### src/rtl/sar_adc_pkg.sv
// Shared types and helpers for the multi-channel SAR ADC sequencer.
package sar_adc_pkg;

    typedef enum logic [1:0] {
        IDLE = 2'd0,
        SAMP = 2'd1,
        CONV = 2'd2
    } state_t;

    function automatic int ch_width(input int n);
        return (n <= 1) ? 1 : $clog2(n);
    endfunction

endpackage

### src/rtl/sar_adc_ch_next.sv
// Channel-scan helper: finds the next set mask bit above the current index,
// flags a wrap when none remains, and reports the lowest set bit.
module sar_adc_ch_next
    import sar_adc_pkg::*;
#(
    parameter int p_ch_cnt = 4,
    parameter int p_ch_w   = ch_width(p_ch_cnt)
) (
    input  logic [p_ch_cnt-1:0] i_mask,
    input  logic [p_ch_w-1:0]   i_cur,
    output logic [p_ch_w-1:0]   o_next,
    output logic                o_wrap,
    output logic [p_ch_w-1:0]   o_lowest
);

    logic [p_ch_w-1:0] w_lowest;
    logic [p_ch_w-1:0] w_above;
    logic              w_found;

    // Scanning downwards leaves the lowest qualifying index in each result.
    always_comb begin
        w_lowest = '0;
        w_above  = '0;
        w_found  = 1'b0;
        for (int i = p_ch_cnt - 1; i >= 0; i--) begin
            if (i_mask[i]) begin
                w_lowest = p_ch_w'(i);
                if (p_ch_w'(i) > i_cur) begin
                    w_above = p_ch_w'(i);
                    w_found = 1'b1;
                end
            end
        end
    end

    assign o_lowest = w_lowest;
    assign o_wrap   = !w_found;
    assign o_next   = w_found ? w_above : w_lowest;

endmodule

### src/rtl/sar_adc_seq.sv
// Multi-channel SAR ADC sequencer: scans a channel mask, runs sample/hold and
// bit-serial successive approximation, and delivers tagged results via valid/ready.
module sar_adc_seq
    import sar_adc_pkg::*;
#(
    parameter int  p_bit_cnt    = 8,
    parameter int  p_ch_cnt     = 4,
    parameter int  p_samp_cyc   = 4,
    parameter int  p_settle_cyc = 2,
    localparam int p_ch_w       = ch_width(p_ch_cnt)
) (
    input  logic                 i_clk,
    input  logic                 i_reset,
    input  logic                 i_start,
    input  logic                 i_stop,
    input  logic                 i_cont,
    input  logic [p_ch_cnt-1:0]  i_ch_mask,
    output logic                 o_busy,
    output logic [p_ch_w-1:0]    o_mux_sel,
    output logic                 o_samp,
    output logic [p_bit_cnt-1:0] o_dac,
    input  logic                 i_cmp,
    output logic [p_bit_cnt-1:0] o_res,
    output logic [p_ch_w-1:0]    o_res_ch,
    output logic                 o_valid,
    input  logic                 i_ready,
    output logic                 o_overrun
);

    localparam int p_cnt_max = (p_samp_cyc > p_settle_cyc) ? p_samp_cyc : p_settle_cyc;
    localparam int p_cnt_w   = ch_width(p_cnt_max);
    localparam logic [p_cnt_w-1:0]   p_samp_last   = p_cnt_w'(p_samp_cyc - 1);
    localparam logic [p_cnt_w-1:0]   p_settle_last = p_cnt_w'(p_settle_cyc - 1);
    localparam logic [p_bit_cnt-1:0] p_msb         = {1'b1, {(p_bit_cnt-1){1'b0}}};

    state_t               r_state;
    state_t               w_state_next;
    logic [p_cnt_w-1:0]   r_cnt;
    logic [p_bit_cnt-1:0] r_cur;
    logic [p_bit_cnt-1:0] r_res;
    logic [p_bit_cnt-1:0] r_res_out;
    logic [p_ch_cnt-1:0]  r_mask;
    logic [p_ch_w-1:0]    r_ch;
    logic [p_ch_w-1:0]    r_res_ch;
    logic                 r_cont;
    logic                 r_stop;
    logic                 r_valid;
    logic                 r_overrun;

    logic [p_ch_cnt-1:0]  w_mask;
    logic [p_ch_w-1:0]    w_next;
    logic [p_ch_w-1:0]    w_lowest;
    logic                 w_wrap;
    logic                 w_go;
    logic                 w_samp_done;
    logic                 w_bit_done;
    logic                 w_conv_done;
    logic                 w_scan_more;
    logic [p_bit_cnt-1:0] w_res_final;

    // In IDLE the lowest-channel search must see the incoming mask, not the stale one.
    assign w_mask = (r_state == IDLE) ? i_ch_mask : r_mask;

    sar_adc_ch_next #(
        .p_ch_cnt (p_ch_cnt),
        .p_ch_w   (p_ch_w)
    ) u_ch_next (
        .i_mask   (w_mask),
        .i_cur    (r_ch),
        .o_next   (w_next),
        .o_wrap   (w_wrap),
        .o_lowest (w_lowest)
    );

    assign w_go        = i_start && (i_ch_mask != '0);
    assign w_samp_done = (r_state == SAMP) && (r_cnt == p_samp_last);
    assign w_bit_done  = (r_state == CONV) && (r_cnt == p_settle_last);
    assign w_conv_done = w_bit_done && r_cur[0];
    assign w_scan_more = !(r_stop || i_stop) && (!w_wrap || r_cont);
    assign w_res_final = i_cmp ? (r_res | r_cur) : r_res;

    always_ff @(posedge i_clk or posedge i_reset) begin
        if (i_reset) begin
            r_state <= IDLE;
        end else begin
            r_state <= w_state_next;
        end
    end

    always_comb begin
        w_state_next = r_state;
        case (r_state)
            IDLE:    if (w_go)        w_state_next = SAMP;
            SAMP:    if (w_samp_done) w_state_next = CONV;
            CONV:    if (w_conv_done) w_state_next = w_scan_more ? SAMP : IDLE;
            default: w_state_next = IDLE;
        endcase
    end

    always_comb begin
        o_busy = 1'b0;
        o_samp = 1'b0;
        o_dac  = '0;
        case (r_state)
            SAMP: begin
                o_busy = 1'b1;
                o_samp = 1'b1;
            end
            CONV: begin
                o_busy = 1'b1;
                o_dac  = r_res | r_cur;
            end
            default: ;
        endcase
    end

    // The one counter serves both the sample window and each bit's settle window.
    always_ff @(posedge i_clk or posedge i_reset) begin
        if (i_reset) begin
            r_cnt  <= '0;
            r_cur  <= '0;
            r_res  <= '0;
            r_mask <= '0;
            r_ch   <= '0;
            r_cont <= 1'b0;
            r_stop <= 1'b0;
        end else begin
            case (r_state)
                IDLE: begin
                    r_stop <= 1'b0;
                    if (w_go) begin
                        r_mask <= i_ch_mask;
                        r_cont <= i_cont;
                        r_ch   <= w_lowest;
                        r_cnt  <= '0;
                    end
                end
                SAMP: begin
                    if (i_stop) r_stop <= 1'b1;
                    if (w_samp_done) begin
                        r_cnt <= '0;
                        r_cur <= p_msb;
                        r_res <= '0;
                    end else begin
                        r_cnt <= r_cnt + 1'b1;
                    end
                end
                CONV: begin
                    if (i_stop) r_stop <= 1'b1;
                    if (w_bit_done) begin
                        r_cnt <= '0;
                        r_res <= w_res_final;
                        r_cur <= r_cur >> 1;
                        if (r_cur[0]) begin
                            if (w_scan_more) begin
                                r_ch <= w_next;
                            end else begin
                                r_stop <= 1'b0;
                            end
                        end
                    end else begin
                        r_cnt <= r_cnt + 1'b1;
                    end
                end
                default: ;
            endcase
        end
    end

    // A write beats a same-edge transfer; overrun only when the old result was never taken.
    always_ff @(posedge i_clk or posedge i_reset) begin
        if (i_reset) begin
            r_res_out <= '0;
            r_res_ch  <= '0;
            r_valid   <= 1'b0;
            r_overrun <= 1'b0;
        end else begin
            r_overrun <= 1'b0;
            if (w_conv_done) begin
                r_res_out <= w_res_final;
                r_res_ch  <= r_ch;
                r_valid   <= 1'b1;
                r_overrun <= r_valid && !i_ready;
            end else if (r_valid && i_ready) begin
                r_valid <= 1'b0;
            end
        end
    end

    assign o_mux_sel = r_ch;
    assign o_res     = r_res_out;
    assign o_res_ch  = r_res_ch;
    assign o_valid   = r_valid;
    assign o_overrun = r_overrun;

endmodule

### config.mk
export PLATFORM = sky130hd
export DESIGN_NAME = sar_adc_seq
export DESIGN_NICKNAME = d
export VERILOG_FILES = /design/src/rtl/sar_adc_pkg.sv /design/src/rtl/sar_adc_ch_next.sv /design/src/rtl/sar_adc_seq.sv
export SDC_FILE = /design/constraint.sdc
export NUM_CORES = 1
export LEC_CHECK = 0
export BUFFER_PORTS_ARGS = -buffer_cell sky130_fd_sc_hd__buf_2
export CAP_MARGIN = 20
export CORE_ASPECT_RATIO = 1.75
export CORE_MARGIN = 5
export CORE_UTILIZATION = 49
export CTS_CLUSTER_SIZE = 28
export DETAILED_ROUTE_END_ITERATION = 7
export PLACE_DENSITY = 0.8
export SKIP_LAST_GASP = 1
export SYNTH_ARGS = -nofsm -noshare
export SYNTH_HDL_FRONTEND = slang
export SYNTH_SLANG_ARGS = --single-unit
### constraint.sdc
create_clock -name i_clk -period 2.1 [get_ports i_clk]
set_input_delay 0.21 -clock i_clk [delete_from_list [all_inputs] [get_ports i_clk]]
set_output_delay 0.21 -clock i_clk [all_outputs]
set_load 0.1 [all_outputs]
==> results.ini <==
[logic_synthesis]
synthSimpleGateAreaFrac_pct=16.31
netlist_instances=212
synth.avg_cell_area_um2=9.154
synth_commonest_cells=dfrtp_1 (40), nor2_1 (30), nand2_1 (29), a21oi_1 (27), o21ai_0 (24)
synth_ff_type=dfrtp_1
synth-edff-count=0
yosys_warnings=0
synthAdderAreaFrac_pct=4.513
synth_most_common_cell=dfrtp_1
synth.area.mux_share_pct=5.158
yosysSeqAreaShare_pct=51.58
yosys-top-cells-area=dfrtp_1 (52%), a21oi_1 (7.0%), o21ai_0 (6.2%), nor2_1 (5.8%), nand2_1 (5.6%)
synth_top_family_by_area=compound AO/OA/AOI/OAI gates
syn-cell-area_um2=1941
synth_compound_gate_area_share_pct=18.18
synthXorXnorAreaFrac_pct=0
async_reset_ff_share_pct=100.0
yosysTopAreaCell=dfrtp_1
ys_seq_elements=40
synth.net_count=230
synth_top_area_share_pct=51.58
ys_types=32

[clock_network]
cts_root_buf=clkbuf_8
clk-insertion-delay-late_ns=0.30
clockBufferDepth=2
cts.sink_count=40
cts_tree=yes
cts_hold_buf=0
htree_num_levels=2
path_clk_slew_ns=0.08
cts-buffers-inserted=5

[outcome]
status=finished clean

[timing]
fmaxAchievable_mhz=477.8
layout_min_cycle_time_ns=2.093
finalCritPeriodShare_pct=99.67
worst_slew_pin_slew_ns=0.5111
tns_ns=0
rsz0062_at_grt=true
skew_ns=0.005805
hold_violations=0
worst_slack_ns=0.006966
setup_violations=0
max_slew_margin_pct=65.93
drv_slew=0

[power_and_ir_drop]
leakagePower_nw=1.208
p_per_area_nw_per_um2=1117
ir_drop_mv=0.7832

[drt]
routed_wl_um=4682
via_per_inst=5.464
drc_errors=0
drtAntennaViolNets=0
wl_per_cell_um=14.77
firstDrtPassIters=5
initialDrtViolationCount=50
vias=1732

[cells_and_area]
layout-drive-gt1-share_pct=31.23
fill_cells=299
diodes=0
nNetsFinal=286
seq_area_um2=1003
area_delta_synth_final_pct=32.88
multi_input_area_um2=889.6

[critical_path]
cp_slowest_stage_delay_ns=0.52
critPathKind=reg2reg
required_ns=2.29
rr_worst_depth=7
crit_path_max_fanout=5
endpoint_kind=flop
slowest_stage=or4_4
cp.arrival_ns=2.28
r2r_slack_ns=0.007
worstReg2RegStart=r_state[1]
crit_chain=inv_2 -> ha_4 -> mux2i_1 -> nor2_1 -> or4_4 -> o211a_4 -> mux2_4
r2r_end=o_mux_sel[1]
cp-start-kind=flop

[global_routing]
grt_pass1_vias=1731
overflow=0
grt_antenna_before_repair=0
grt_pass1_wl_um=7824
grt_util_all_layers_pct=18.66
grt_max_degree=41

[floorplanning]
die_area_um2=5368
start_util_pct=50.19
die_h_um=93.25
ios=35
core_area_um2=3866
die_w_um=57.57
rows=30

[min_path]
hp-class=in2async

[placed_design]
portBuffers=34
dp_slack_ns=-0.07560
detailed_place_hpwl_um=3376
place_congestion=0.8260

[flow_run]
max-cap-violations=0

==> cell usage in the layout, fill, tap and decap left out, types with 2 or more instances in the layout <==
cell and instances:
a21o_1 2, a21oi_1 27, buf_12 8, buf_2 26, buf_4 22, clkbuf_8 6, dfrtp_1 38, dfrtp_2 2
ha_1 6, inv_1 11, inv_2 2, mux2_2 4, mux2i_1 4, nand2_1 29, nand2b_1 3, nand3_1 3
nand3b_1 2, nor2_1 22, nor2_2 8, nor3_1 2, o21ai_0 23
==> worst max-delay path, delay by kind of cell, from the launching register on <==
kind                       cells  cell delay (ns)
DFF                            1             0.40
AOI/OAI and AO/OA              1             0.25
adders and majority gates      1             0.18
muxes                          2             0.47
buffers and inverters          1             0.09
and+or+nand+nor                2             0.60
==> kinds of logic (layout without fill, tap and decap cells) <==
| group | count (synthesis) | after routing |
|---|---|---|
| AND/OR/NAND/NOR | 74 | 74 |
| AO/OA/AOI/OAI | 62 | 62 |
| flip-flops | 40 | 40 |
| buffers and inverters | 20 | 77 |
| multiplexers | 9 | 9 |
| adder cells (fa/ha/maj) | 7 | 7 |
==> worst max-delay path by stage <==
| stage | slack [ns] | endpoint | from |
|---|---|---|---|
| 2_1_floorplan | -0.36 | o_dac[0] | r_state[0] |
| 3_3_place_gp | -0.03 | o_mux_sel[1] | r_state[1] |
| 3_5_place_dp | -0.08 | o_mux_sel[1] | r_state[1] |
| 4_1_cts | 0.01 | o_mux_sel[1] | r_state[0] |
| 5_1_grt | -0.07 | o_mux_sel[1] | r_state[1] |
| 6_report | 0.007 | o_mux_sel[1] | r_state[1] |
==> final cells by class <==
type / count / area share [%]
clock buffers: 6 / 3.202
clock inverters: 2 / 1.504
inverters: 13 / 1.892
multi-input cells: 152 / 34.50
flip-flops and latches: 40 / 38.91
well taps: 48 / 2.329
repair buffers: 56 / 17.66
==> metal layers <==
metal | track usage (%) | wire [um] | share of wire (%) | vias to the layer above
met5 | 0 | 0 | 0 | -
met4 | 9.284 | 168 | 3.6 | 0
met3 | 3.729 | 155 | 3.3 | 12
met2 | 32.92 | 2486 | 53 | 40
met1 | 20.64 | 1871 | 40 | 848
li1 | - | - | - | 832
==> where the power goes <==
part | internal [W] | switching [W]
logic | 0.000486 | 0.000737
clock network | 0.000389 | 0.000289
registers | 0.000884 | 0.0000947
==> sequential cells by signal, summed over array words and instances (netlist names) <==
name       count
o_mux_sel      2
o_overrun      1
r_stop         1
o_valid        1
r_state        2
r_res          8
r_cur          8
o_res          8
r_mask         4
r_cnt          2
o_res_ch       2
r_cont         1
==> timing repair <==
item,4_1_cts,5_1_grt
gates resized for setup,3,9
buffers inserted,4,1
endpoints found under the setup margin,2,10
pin swaps,3,3
==> through the flow <==
stage / total power (W) / cell area (um2) / hold WS [ns] / utilization [%] / std cells
after global placement: 0.002089 / 2390 / 0.3606 / 61.81 / 304
after global routing: 0.003041 / 2579 / 0.08997 / 66.70 / 317
after CTS: 0.002867 / 2551 / 0.04286 / 65.99 / 316
after floorplan: 0.001808 / 1946 / 0.3268 / - / 212
after detailed placement: 0.002110 / 2390 / 0.3663 / 61.81 / 304
final: 0.002879 / 2579 / 0.01543 / 66.70 / 317
No activity file was read; power rests on OpenSTA's default activity.
